===== config.mk =====
export PLATFORM = sky130hd
export DESIGN_NAME = mem_access_stage_flat
export DESIGN_NICKNAME = d
export VERILOG_FILES = /design/src/rtl/mem_access_stage_pkg.sv /design/src/rtl/mem_access_stage_if.sv /design/src/rtl/mem_access_stage_store_align.sv /design/src/rtl/mem_access_stage.sv /design/src/flat_wrapper.sv
export SDC_FILE = /design/constraint.sdc
export NUM_CORES = 1
export LEC_CHECK = 0
export CAP_MARGIN = 20
export CORE_ASPECT_RATIO = 1.1
export CORE_MARGIN = 4
export CORE_UTILIZATION = 41
export DETAILED_ROUTE_END_ITERATION = 8
export GPL_TIMING_DRIVEN = 0
export HOLD_SLACK_MARGIN = 0.02
export MAX_ROUTING_LAYER = met4
export PLACE_DENSITY = 0.75
export SLEW_MARGIN = 0
export SYNTH_ARGS = -nofsm -noshare
export SYNTH_HDL_FRONTEND = slang
export SYNTH_SLANG_ARGS = --single-unit
export TNS_END_PERCENT = 30

===== constraint.sdc =====
create_clock -name clk -period 3.05 [get_ports clk]
set_clock_uncertainty 0.1 [all_clocks]
set_input_delay 0.61 -clock clk [delete_from_list [all_inputs] [get_ports clk]]
set_output_delay 0.61 -clock clk [all_outputs]
set_load 0.05 [all_outputs]

===== src/rtl/mem_access_stage_pkg.sv =====
// mem_access_stage_pkg: shared widths, funct3 codes, s3 read-data select codes and FSM encoding
package mem_access_stage_pkg;
  localparam int DATA_BITS = 32;
  typedef enum logic [1:0] {ST_IDLE = 2'd0, ST_REQ = 2'd1, ST_WAIT = 2'd2} state_e;
  typedef enum logic [2:0] {
    SEL_PASSTHROUGH          = 3'd0,
    SEL_LOW_BYTE             = 3'd1,
    SEL_LOW_BYTE_SIGNED      = 3'd2,
    SEL_LOW_HALF_WORD        = 3'd3,
    SEL_LOW_HALF_WORD_SIGNED = 3'd4
  } rdata_sel_e;
  localparam logic [2:0] F3_LB  = 3'b000;
  localparam logic [2:0] F3_LH  = 3'b001;
  localparam logic [2:0] F3_LW  = 3'b010;
  localparam logic [2:0] F3_LBU = 3'b100;
  localparam logic [2:0] F3_LHU = 3'b101;
  localparam logic [2:0] F3_SB  = 3'b000;
  localparam logic [2:0] F3_SH  = 3'b001;
  localparam logic [2:0] F3_SW  = 3'b010;
endpackage


===== src/rtl/mem_access_stage_if.sv =====
// mem_access_stage_if: data-memory bus (request valid/ready/addr/we/wdata/wmask, response valid/data); master = stage, slave = memory
interface mem_access_stage_if;
  import mem_access_stage_pkg::*;
  logic                 dmem_req_valid;
  logic                 dmem_req_ready;
  logic [DATA_BITS-1:0] dmem_req_addr;
  logic                 dmem_req_we;
  logic [DATA_BITS-1:0] dmem_req_wdata;
  logic [3:0]           dmem_req_wmask;
  logic                 dmem_resp_valid;
  logic [DATA_BITS-1:0] dmem_resp_data;
  modport master (
    output dmem_req_valid, dmem_req_addr, dmem_req_we, dmem_req_wdata, dmem_req_wmask,
    input  dmem_req_ready, dmem_resp_valid, dmem_resp_data
  );
  modport slave (
    input  dmem_req_valid, dmem_req_addr, dmem_req_we, dmem_req_wdata, dmem_req_wmask,
    output dmem_req_ready, dmem_resp_valid, dmem_resp_data
  );
endinterface


===== src/rtl/mem_access_stage_store_align.sv =====
// mem_access_stage_store_align: comb decode of op (is_load/is_store/funct3/addr_lo/wdata) into aligned wdata, wmask, load select and illegal flag
module mem_access_stage_store_align
  import mem_access_stage_pkg::*;
(
  input  logic                 is_load,
  input  logic                 is_store,
  input  logic [2:0]           funct3,
  input  logic [1:0]           addr_lo,
  input  logic [DATA_BITS-1:0] wdata,
  output logic [DATA_BITS-1:0] wdata_al,
  output logic [3:0]           wmask,
  output rdata_sel_e           sel,
  output logic                 illegal
);
  logic size_b, size_h, size_w, bad_f3, misalign;
  always_comb begin
    size_b   = funct3[1:0] == 2'b00;
    size_h   = funct3[1:0] == 2'b01;
    size_w   = funct3[1:0] == 2'b10;
    bad_f3   = is_store ? (funct3[2] || funct3[1:0] == 2'b11) : (funct3 == 3'b011 || funct3[2:1] == 2'b11);
    misalign = (size_h && addr_lo[0]) || (size_w && addr_lo != 2'b00);
    illegal  = (is_load && is_store) || ((is_load || is_store) && (bad_f3 || misalign));
    wdata_al = size_b ? {4{wdata[7:0]}} : size_h ? {2{wdata[15:0]}} : wdata;
    wmask    = !is_store ? 4'b0000 : size_b ? 4'b0001 << addr_lo : size_h ? 4'b0011 << addr_lo : 4'b1111;
    sel      = funct3 == F3_LB  ? SEL_LOW_BYTE_SIGNED :
               funct3 == F3_LH  ? SEL_LOW_HALF_WORD_SIGNED :
               funct3 == F3_LBU ? SEL_LOW_BYTE :
               funct3 == F3_LHU ? SEL_LOW_HALF_WORD : SEL_PASSTHROUGH;
  end
endmodule


===== src/rtl/mem_access_stage.sv =====
// mem_access_stage: memory stage; s2 op in (valid/ready), dmem bus via interface, single-cycle s3 result pulse out
module mem_access_stage
  import mem_access_stage_pkg::*;
#(
  parameter int CPU_DATA_BITS = 32
) (
  input  logic                     clk,
  input  logic                     reset,
  input  logic                     s2_valid,
  output logic                     s2_ready,
  input  logic                     s2_is_load,
  input  logic                     s2_is_store,
  input  logic [2:0]               s2_funct3,
  input  logic [CPU_DATA_BITS-1:0] s2_addr,
  input  logic [CPU_DATA_BITS-1:0] s2_wdata,
  input  logic [4:0]               s2_rd,
  input  logic                     s2_reg_we,
  mem_access_stage_if.master       dmem,
  output logic                     s3_valid,
  output logic [CPU_DATA_BITS-1:0] s3_rdata,
  output logic [2:0]               s3_rdata_sel,
  output logic [1:0]               byte_select,
  output logic [4:0]               s3_rd,
  output logic                     s3_reg_we,
  output logic                     s3_fault
);
  state_e                   state_q, state_d;
  logic [CPU_DATA_BITS-1:0] addr_q, addr_d, wdata_q, wdata_d, s3_rdata_q, s3_rdata_d;
  logic [3:0]               wmask_q, wmask_d;
  logic [4:0]               rd_q, rd_d, s3_rd_q, s3_rd_d;
  logic                     store_q, store_d, reg_we_q, reg_we_d;
  rdata_sel_e               sel_q, sel_d, s3_sel_q, s3_sel_d;
  logic [1:0]               s3_bsel_q, s3_bsel_d;
  logic                     s3_valid_q, s3_valid_d, s3_fault_q, s3_fault_d, s3_reg_we_q, s3_reg_we_d;
  logic [CPU_DATA_BITS-1:0] sa_wdata;
  logic [3:0]               sa_wmask;
  rdata_sel_e               sa_sel;
  logic                     sa_illegal, accept, mem_op, store_done, load_done;

  mem_access_stage_store_align u_store_align (
    .is_load  (s2_is_load),
    .is_store (s2_is_store),
    .funct3   (s2_funct3),
    .addr_lo  (s2_addr[1:0]),
    .wdata    (s2_wdata),
    .wdata_al (sa_wdata),
    .wmask    (sa_wmask),
    .sel      (sa_sel),
    .illegal  (sa_illegal)
  );

  always_ff @(posedge clk) begin
    if (reset) state_q <= ST_IDLE;
    else       state_q <= state_d;
  end

  always_comb begin
    state_d = state_q;
    case (state_q)
      ST_IDLE: state_d = (accept && mem_op && !sa_illegal) ? ST_REQ : ST_IDLE;
      ST_REQ:  state_d = dmem.dmem_req_ready ? (store_q ? ST_IDLE : ST_WAIT) : ST_REQ;
      ST_WAIT: state_d = dmem.dmem_resp_valid ? ST_IDLE : ST_WAIT;
      default: state_d = ST_IDLE;
    endcase
  end

  always_comb begin
    s2_ready             = state_q == ST_IDLE;
    accept               = s2_ready && s2_valid;
    mem_op               = s2_is_load || s2_is_store;
    store_done           = state_q == ST_REQ && dmem.dmem_req_ready && store_q;
    load_done            = state_q == ST_WAIT && dmem.dmem_resp_valid;
    dmem.dmem_req_valid  = state_q == ST_REQ;
    dmem.dmem_req_addr   = {addr_q[CPU_DATA_BITS-1:2], 2'b00};
    dmem.dmem_req_we     = store_q;
    dmem.dmem_req_wdata  = wdata_q;
    dmem.dmem_req_wmask  = wmask_q;
    s3_valid             = s3_valid_q;
    s3_fault             = s3_fault_q;
    s3_rdata             = s3_rdata_q;
    s3_rdata_sel         = s3_sel_q;
    byte_select          = s3_bsel_q;
    s3_rd                = s3_rd_q;
    s3_reg_we            = s3_reg_we_q;
  end

  always_comb begin
    addr_d      = addr_q;
    wdata_d     = wdata_q;
    wmask_d     = wmask_q;
    rd_d        = rd_q;
    store_d     = store_q;
    reg_we_d    = reg_we_q;
    sel_d       = sel_q;
    s3_valid_d  = 1'b0;
    s3_fault_d  = 1'b0;
    s3_rdata_d  = s3_rdata_q;
    s3_sel_d    = s3_sel_q;
    s3_bsel_d   = s3_bsel_q;
    s3_rd_d     = s3_rd_q;
    s3_reg_we_d = s3_reg_we_q;
    if (accept && sa_illegal) begin
      s3_valid_d  = 1'b1;
      s3_fault_d  = 1'b1;
      s3_reg_we_d = 1'b0;
    end else if (accept && !mem_op) begin
      s3_valid_d  = 1'b1;
      s3_rdata_d  = s2_addr;
      s3_sel_d    = SEL_PASSTHROUGH;
      s3_bsel_d   = 2'b00;
      s3_rd_d     = s2_rd;
      s3_reg_we_d = s2_reg_we;
    end else if (accept) begin
      addr_d   = s2_addr;
      wdata_d  = sa_wdata;
      wmask_d  = sa_wmask;
      rd_d     = s2_rd;
      store_d  = s2_is_store;
      reg_we_d = s2_reg_we;
      sel_d    = sa_sel;
    end
    if (store_done) begin
      s3_valid_d  = 1'b1;
      s3_reg_we_d = 1'b0;
      s3_bsel_d   = 2'b00;
    end
    if (load_done) begin
      s3_valid_d  = 1'b1;
      s3_rdata_d  = dmem.dmem_resp_data;
      s3_sel_d    = sel_q;
      s3_bsel_d   = addr_q[1:0];
      s3_rd_d     = rd_q;
      s3_reg_we_d = reg_we_q;
    end
  end

  always_ff @(posedge clk) begin
    if (reset) begin
      addr_q      <= '0;
      wdata_q     <= '0;
      wmask_q     <= '0;
      rd_q        <= '0;
      store_q     <= 1'b0;
      reg_we_q    <= 1'b0;
      sel_q       <= SEL_PASSTHROUGH;
      s3_valid_q  <= 1'b0;
      s3_fault_q  <= 1'b0;
      s3_rdata_q  <= '0;
      s3_sel_q    <= SEL_PASSTHROUGH;
      s3_bsel_q   <= 2'b00;
      s3_rd_q     <= '0;
      s3_reg_we_q <= 1'b0;
    end else begin
      addr_q      <= addr_d;
      wdata_q     <= wdata_d;
      wmask_q     <= wmask_d;
      rd_q        <= rd_d;
      store_q     <= store_d;
      reg_we_q    <= reg_we_d;
      sel_q       <= sel_d;
      s3_valid_q  <= s3_valid_d;
      s3_fault_q  <= s3_fault_d;
      s3_rdata_q  <= s3_rdata_d;
      s3_sel_q    <= s3_sel_d;
      s3_bsel_q   <= s3_bsel_d;
      s3_rd_q     <= s3_rd_d;
      s3_reg_we_q <= s3_reg_we_d;
    end
  end
endmodule


===== src/flat_wrapper.sv =====
// flat-port wrapper written by rule: the top's interface ports become plain ports
module mem_access_stage_flat import mem_access_stage_pkg::*;
#(
  parameter int CPU_DATA_BITS = 32
)
  (clk, reset, s2_valid, s2_ready, s2_is_load, s2_is_store, s2_funct3, s2_addr, s2_wdata, s2_rd, s2_reg_we, s3_valid, s3_rdata, s3_rdata_sel, byte_select, s3_rd, s3_reg_we, s3_fault, dmem_dmem_req_valid, dmem_dmem_req_addr, dmem_dmem_req_we, dmem_dmem_req_wdata, dmem_dmem_req_wmask, dmem_dmem_req_ready, dmem_dmem_resp_valid, dmem_dmem_resp_data);
  mem_access_stage_if dmem_i ();
  input  logic clk;
  input  logic reset;
  input  logic s2_valid;
  output logic s2_ready;
  input  logic s2_is_load;
  input  logic s2_is_store;
  input  logic [2:0] s2_funct3;
  input  logic [CPU_DATA_BITS-1:0] s2_addr;
  input  logic [CPU_DATA_BITS-1:0] s2_wdata;
  input  logic [4:0] s2_rd;
  input  logic s2_reg_we;
  output logic s3_valid;
  output logic [CPU_DATA_BITS-1:0] s3_rdata;
  output logic [2:0] s3_rdata_sel;
  output logic [1:0] byte_select;
  output logic [4:0] s3_rd;
  output logic s3_reg_we;
  output logic s3_fault;
  output wire logic [$bits(dmem_i.dmem_req_valid)-1:0] dmem_dmem_req_valid;
  output wire logic [$bits(dmem_i.dmem_req_addr)-1:0] dmem_dmem_req_addr;
  output wire logic [$bits(dmem_i.dmem_req_we)-1:0] dmem_dmem_req_we;
  output wire logic [$bits(dmem_i.dmem_req_wdata)-1:0] dmem_dmem_req_wdata;
  output wire logic [$bits(dmem_i.dmem_req_wmask)-1:0] dmem_dmem_req_wmask;
  input wire logic [$bits(dmem_i.dmem_req_ready)-1:0] dmem_dmem_req_ready;
  input wire logic [$bits(dmem_i.dmem_resp_valid)-1:0] dmem_dmem_resp_valid;
  input wire logic [$bits(dmem_i.dmem_resp_data)-1:0] dmem_dmem_resp_data;
  assign dmem_dmem_req_valid = dmem_i.dmem_req_valid;
  assign dmem_dmem_req_addr = dmem_i.dmem_req_addr;
  assign dmem_dmem_req_we = dmem_i.dmem_req_we;
  assign dmem_dmem_req_wdata = dmem_i.dmem_req_wdata;
  assign dmem_dmem_req_wmask = dmem_i.dmem_req_wmask;
  assign dmem_i.dmem_req_ready = dmem_dmem_req_ready;
  assign dmem_i.dmem_resp_valid = dmem_dmem_resp_valid;
  assign dmem_i.dmem_resp_data = dmem_dmem_resp_data;
  mem_access_stage #(.CPU_DATA_BITS(CPU_DATA_BITS)) u_core (.clk(clk), .reset(reset), .s2_valid(s2_valid), .s2_ready(s2_ready), .s2_is_load(s2_is_load), .s2_is_store(s2_is_store), .s2_funct3(s2_funct3), .s2_addr(s2_addr), .s2_wdata(s2_wdata), .s2_rd(s2_rd), .s2_reg_we(s2_reg_we), .dmem(dmem_i), .s3_valid(s3_valid), .s3_rdata(s3_rdata), .s3_rdata_sel(s3_rdata_sel), .byte_select(byte_select), .s3_rd(s3_rd), .s3_reg_we(s3_reg_we), .s3_fault(s3_fault));
endmodule

== Yosys cells after proc, flatten, opt, wreduce, memory -nomap -nowiden ==
Index checks and enable logic that the tools add are counted.

* Word-level logic and storage cells: 98
* Output and inout bits: 116
* Bits in writable memories: 0
* Bits in read-only memories: 0
* Bits in registers: 125
* Memories: 0
* Bits in latches: 0
* Bits of input ports: 112

* Div/mod/pow operators: 0
* Mux-type cells: 37
* Shift-type cells: 2
* Bitwise gates (word level): 2
* Add/sub/neg operators: 0
* Magnitude comparators: 0
* Eq/ne operators: 12
* Reductions and logical operators: 30
* Multipliers: 0

{| class="wikitable"
|+ Operator list
! cell !! count
|-
| 32-bit 2-to-1 mux || 5
|-
| 2-bit 2-to-1 mux || 9
|-
| 3-bit 2-to-1 mux || 5
|-
| 5-bit 2-to-1 mux || 3
|-
| 1-bit logical AND || 12
|-
| 4-bit 2-to-1 mux || 3
|-
| 1-bit 2-to-1 mux || 11
|-
| 2-bit == test, second input constant || 4
|-
| 3-bit == test, second input constant || 2
|-
| 1-bit logical OR || 6
|-
| 2-bit case mux with 3 select lines || 1
|-
| 2-bit by 1-bit == test with 1-bit output, second input constant || 2
|-
| 2-bit zero test || 2
|-
| 2-bit AND reduction || 2
|-
| 2-bit nonzero test || 2
|-
| 4-bit nonzero test || 1
|-
| 1-bit by 2-bit left shift with 4-bit output, first input constant || 1
|-
| 2-bit by 2-bit left shift with 4-bit output, first input constant || 1
|-
| 3-bit by 1-bit == test with 1-bit output, second input constant || 1
|-
| 3-bit by 2-bit == test with 1-bit output, second input constant || 1
|-
| 3-bit zero test || 1
|-
| 3-bit by 1-bit inequality test with 1-bit output, second input constant || 1
|-
| 3-bit AND reduction || 1
|-
| 3-bit nonzero test || 1
|-
| 3 further kinds || 5
|}

== Longest topological paths before layout ==
* Depth after elaboration: 10
* Depth in mapped cells: 10
* Depth with buffers taken out: 7

== By module ==
A second synthesis with hierarchy kept.

* Cell total of the unflattened synthesis: 736
* Area total of the unflattened synthesis: 6433.7 sq um

{| class="wikitable"
|+ Modules (own cells, without submodules)
! module !! seq. area each (sq um) !! cells each !! times used !! area an instance (sq um)
|-
| mem_access_stage || 2502.4 || 656 || 1 || 5780.5
|-
| mem_access_stage_store_align || 0.0 || 80 || 1 || 653.1
|}

== Worst setup path after synthesis ==
No wires, ideal clock.

* Kind: input to register
* Start point: in s2_is_store
* End point: reg u_core.s3_rdata_q[22], in the netlist u_core.s3_rdata[22]
* Data required time: 2.822 ns
* Library setup time: 0.128 ns
* Stages: 5
* Buffers on the path: 1
* Setup slack: 0.727 ns
* Arrival: 2.095 ns
* Cell sequence: or4b_2 > a21o_1 > clkbuf_1 > a222oi_1 > nor2_1

* Longest elaborated chain between the ends: 7
* Elaborated cells on any way between the ends: 12
* Classes of those cells: eq/ne (1); mux (1); reduce/logical (10)

{| class="wikitable"
|+ Ends and longest elaborated chain
! element !! line !! RTL
|-
| start, declared || flat_wrapper.sv:13 || <nowiki>input logic s2_is_store;</nowiki>
|-
| 1-bit 2-to-1 mux || mem_access_stage_store_align.sv:20 || <nowiki>bad_f3 = is_store ? (funct3[2] || funct3[1:0] == 2'b11) : (funct3 == 3'b011 || funct3[2:1] == 2'b11);</nowiki>
|-
| 1-bit logical OR || mem_access_stage_store_align.sv:22 || <nowiki>illegal = (is_load && is_store) || ((is_load || is_store) && (bad_f3 || misalign));</nowiki>
|-
| 1-bit logical AND || mem_access_stage_store_align.sv:22 ||
|-
| 1-bit logical OR || mem_access_stage_store_align.sv:22 ||
|-
| 1-bit logical AND || mem_access_stage.sv:102 || <nowiki>if (accept && sa_illegal) begin</nowiki>
|-
| 2-bit by 1-bit inequality test with 1-bit output (no line) || -- ||
|-
| 2-bit AND reduction (no line) * || -- ||
|-
| end signal, assigned || mem_access_stage.sv:163 || <nowiki>s3_rdata_q <= s3_rdata_d;</nowiki>
|-
| end, declared || mem_access_stage.sv:28 || <nowiki>logic [CPU_DATA_BITS-1:0] addr_q, addr_d, wdata_q, wdata_d, s3_rdata_q, s3_rdata_d;</nowiki>
|}

Every way passes the cells marked *; elsewhere a longest branch is shown, timed or not.
A chain may end at the register's enable or synchronous reset.

== Final worst setup path ==
* Start point: in s2_addr[0]
* End point: reg u_core.store_q, in the netlist u_core.dmem.dmem_req_we

* Longest elaborated chain between the ends: 9
* Elaborated cells on any way between the ends: 10
* Classes of those cells: bitwise (1); reduce/logical (9)

{| class="wikitable"
|+ Ends and longest elaborated chain
! element !! line !! RTL
|-
| start, declared || flat_wrapper.sv:15 || <nowiki>input logic [CPU_DATA_BITS-1:0] s2_addr;</nowiki>
|-
| 2-bit nonzero test || mem_access_stage_store_align.sv:21 || <nowiki>misalign = (size_h && addr_lo[0]) || (size_w && addr_lo != 2'b00);</nowiki>
|-
| 1-bit logical AND || mem_access_stage_store_align.sv:21 ||
|-
| 1-bit logical OR * || mem_access_stage_store_align.sv:21 ||
|-
| 1-bit logical OR * || mem_access_stage_store_align.sv:22 ||
|-
| 1-bit logical AND * || mem_access_stage_store_align.sv:22 ||
|-
| 1-bit logical OR * || mem_access_stage_store_align.sv:22 ||
|-
| 1-bit logical AND * || mem_access_stage.sv:102 ||
|-
| 1-bit NOT (no line) * || -- ||
|-
| 3-bit AND reduction (no line) * || -- ||
|-
| end signal, assigned || mem_access_stage.sv:158 || <nowiki>store_q <= store_d;</nowiki>
|-
| end, declared || mem_access_stage.sv:31 || <nowiki>logic store_q, store_d, reg_we_q, reg_we_d;</nowiki>
|}

Marked as above.

==> impl_results.md <==
* H-Tree Depth at 4
* Worst Path Required at 3.22 ns
* Post-synth EDFFs at 0
* Root Buffer: clkbuf_16
* Setup repair after global routing missed its margin: false
* DR WL/cell at 17.3 um
* Register area share after synthesis at 47.6%
* Final setup violation count at 0
* Grt met3 use at 6.20%
* Total power at 4810 uW
* Global route hottest layer: met2
* Final WS setup at 0.248 ns
* Post-CTS Setup Repair Bufs at 0
* Horiz. Die Dim at 116 um
* Clock network power share at 48.1%
* Fmax at 357 MHz
* Setup TNS at 0 ns
* Final Instance Area at 8360 um^2
* Die height at 127 um
* Avg Synthesized Cell Area at 8.52 um^2
* CTS clk-pin slew, worst paths at 0.05 ns
* Initial antenna violation count at 0
* Post-route ant nets at 0
* Rel. slew slack at 49.4%
* Worst-skew pair later-pin latency at 0.40 ns
* Post-synth top flop: dfxtp_1
* DP HPWL at 13500 um
* Post-synth design cell area at 5250 um^2
* WHS Path Cells at 2
* Layout net count at 975
* Async S/R FF share, synth at 0%
* Slew @ Worst Pin at 0.759 ns
* First-pass GRT wire length at 27600 um
* Synth cell types at 41
* Core Region at 12600 um^2
* Min Tclk post-route at 2.80 ns
* Placed cell areas at 7680 um^2
* Post-Syn Instances at 617
* Row count at 43
* Status: finished, final reports clean
* #FFs+latches synth at 125
* P&R area growth vs syn at 59.1%
* CTS tree: yes
* Layout cells sized above 1 at 9.29%
* Critical path arrival at 2.97 ns
* HP Class: register to register
* Final hold slack at 0.352 ns
* Pleak at 0.00310 uW
* Fin. Hold Viols at 0
* Commonest non-fill, non-tap cell in the layout: clkdlybuf4s50_1
* Routability cong. at 0.885
* Combinational share of power at 16.1%
* FF-to-FF setup slack at 0.66 ns
* Worst Path Max Fanout at 10
* Setup crit start kind: input port
* DR pass1 iterations at 8
* Final wirelength at 17800 um
* Critical path class: input port to register
* Synth warnings at 0
* GRT Util Overall at 24.4%
* Ports at 228
* Initial core utilization at 41.7%
* Via density at 5.28
* Switching power at 1190 uW
* Total CTS buffers at 17
* Share of power burned in registers at 35.9%
* Max cap viols at 0
* Switching share of total power at 24.8%
* Met1 usage in global routing at 28.9%
* Power Dens Cells at 575 nW/um^2
* PortBufs at 222
* Dpl ws at -0.113 ns
* Grt ovf at 0
* R2R cell count at 8
* Commonest non-fill, non-tap cells in the layout: clkdlybuf4s50_1 (222), nand2_1 (133), dfxtp_1 (125)
* Clk sink count at 125
* Vias in the first global route at 5393
* # resized after CTS at 0
* Residual DRC at 0
* Via count at 5428
* Setup crit end kind: register
* DIE AREA at 14700 um^2
* Post-CTS Hold Buffers at 0
* Antenna diode count at 0
* Clock Tree Buf Depth at 2
* Max-slew violation count at 0
* Pint at 3620 uW
* Final period util at 91.9%
* DRT iter0 DRCs at 401
* Max IR drop VDD at 365 uV
* Pin count of the biggest net entering global routing at 17
* GR Util met2 at 40.1%
synthesized netlist by cell type, types with 2 or more instances:
cell type / number / area [um^2]
and3_1: 2 / 12.5
buf_2: 7 / 35.0
a21oi_1: 65 / 325
o21ai_0: 20 / 100
buf_4: 33 / 248
nor2b_1: 2 / 12.5
nand2b_1: 2 / 12.5
mux2i_1: 24 / 240
or3_1: 3 / 18.8
nor2_1: 67 / 251
nand2_1: 133 / 499
a222oi_1: 30 / 300
nor3_1: 2 / 10.0
a311oi_1: 8 / 70.1
a22oi_1: 5 / 37.5
inv_1: 5 / 18.8
clkbuf_1: 37 / 139
xor2_1: 2 / 17.5
buf_6: 6 / 67.6
dfxtp_1: 125 / 2500
a211oi_1: 16 / 120
ha_1: 4 / 50.1
state kept, by name, indices dropped and copies added, names as in the netlist:
signal and cells:
u_core.addr_q 32, u_core.dmem.dmem_req_wdata 32, u_core.s3_rdata 32, u_core.rd_q 5, u_core.s3_rd 5, u_core.dmem.dmem_req_wmask 4
u_core.s3_rdata_sel 3, u_core.sel_q 3, u_core.byte_select 2, u_core.state_q 2, u_core.dmem.dmem_req_we 1, u_core.reg_we_q 1
u_core.s3_fault 1, u_core.s3_reg_we 1, u_core.s3_valid 1
area by class of cell:
cell class	count	area (um^2)
Multi-Input combinational cell	404	2240
Tap cell	157	196
Clock buffer	22	474
Inverter	5	18.8
Sequential cell	125	2500
Fill cell	1055	4230
Timing Repair Buffer	222	2220
Clock inverter	10	209
Buffer	84	493
critical path, cell delays in order:
cell	delay [ns]
clkdlybuf4s50_1	0.58
inv_1	0.17
ha_1	0.22
nand2b_1	0.08
a2111o_1	0.45
nand2b_4	0.16
buf_6	0.15
clkbuf_1	0.28
a21oi_1	0.23
nor2_1	0.05
routing by layer:
metal | vias up | wire length [um]
met4 | 0 | 422
met5 | - | 0
met3 | 30 | 1360
met2 | 227 | 8670
li1 | 2604 | -
met1 | 2567 | 7350
power groups by stage:
stage / registers [uW] / clock network, uW / logic, uW
finish: 1730 / 2310 / 772
global route: 1730 / 2430 / 818
CTS: 1730 / 2350 / 774
detailed placement: 1760 / 0 / 769
global placement: 1760 / 0 / 761
floorplan: 1900 / 0 / 279
cells by family (layout without fill, tap and decap cells):
family | count (synthesis) | in the layout | share of synthesized area [%]
and+or+nand+nor | 217 | 217 | 16.7
AOI/OAI and AO/OA | 154 | 154 | 19.8
DFF | 125 | 125 | 47.6
buffers and inverters | 89 | 343 | 9.74
muxes | 25 | 25 | 4.79
adders and majority gates | 4 | 4 | 0.953
xor gates and xnor gates | 2 | 2 | 0.333
other | 1 | 2 | 0.0714
final timing paths:
| kind | from | endpoint |
|---|---|---|
| setup / recovery | s2_addr[0] | u_core.dmem.dmem_req_we$_SDFFE_PP0P_ |
| hold / removal | u_core.rd_q[4]$_SDFFE_PP0P_ | u_core.rd_q[4]$_SDFFE_PP0P_ |
| hold reg to reg | u_core.rd_q[4]$_SDFFE_PP0P_ | u_core.rd_q[4]$_SDFFE_PP0P_ |
| setup reg to reg | u_core.state_q[0]$_SDFF_PP0_ | u_core.dmem.dmem_req_we$_SDFFE_PP0P_ |
stage by stage:
step | instances | util [%]
3_5_place_dp | 997 | 61.0
4_1_cts | 1029 | 66.4
6_report | 1029 | 66.4
3_3_place_gp | 997 | 61.0
5_1_grt | 1029 | 66.4
2_1_floorplan | 618 | -
Power figures use the tool's default switching activity.
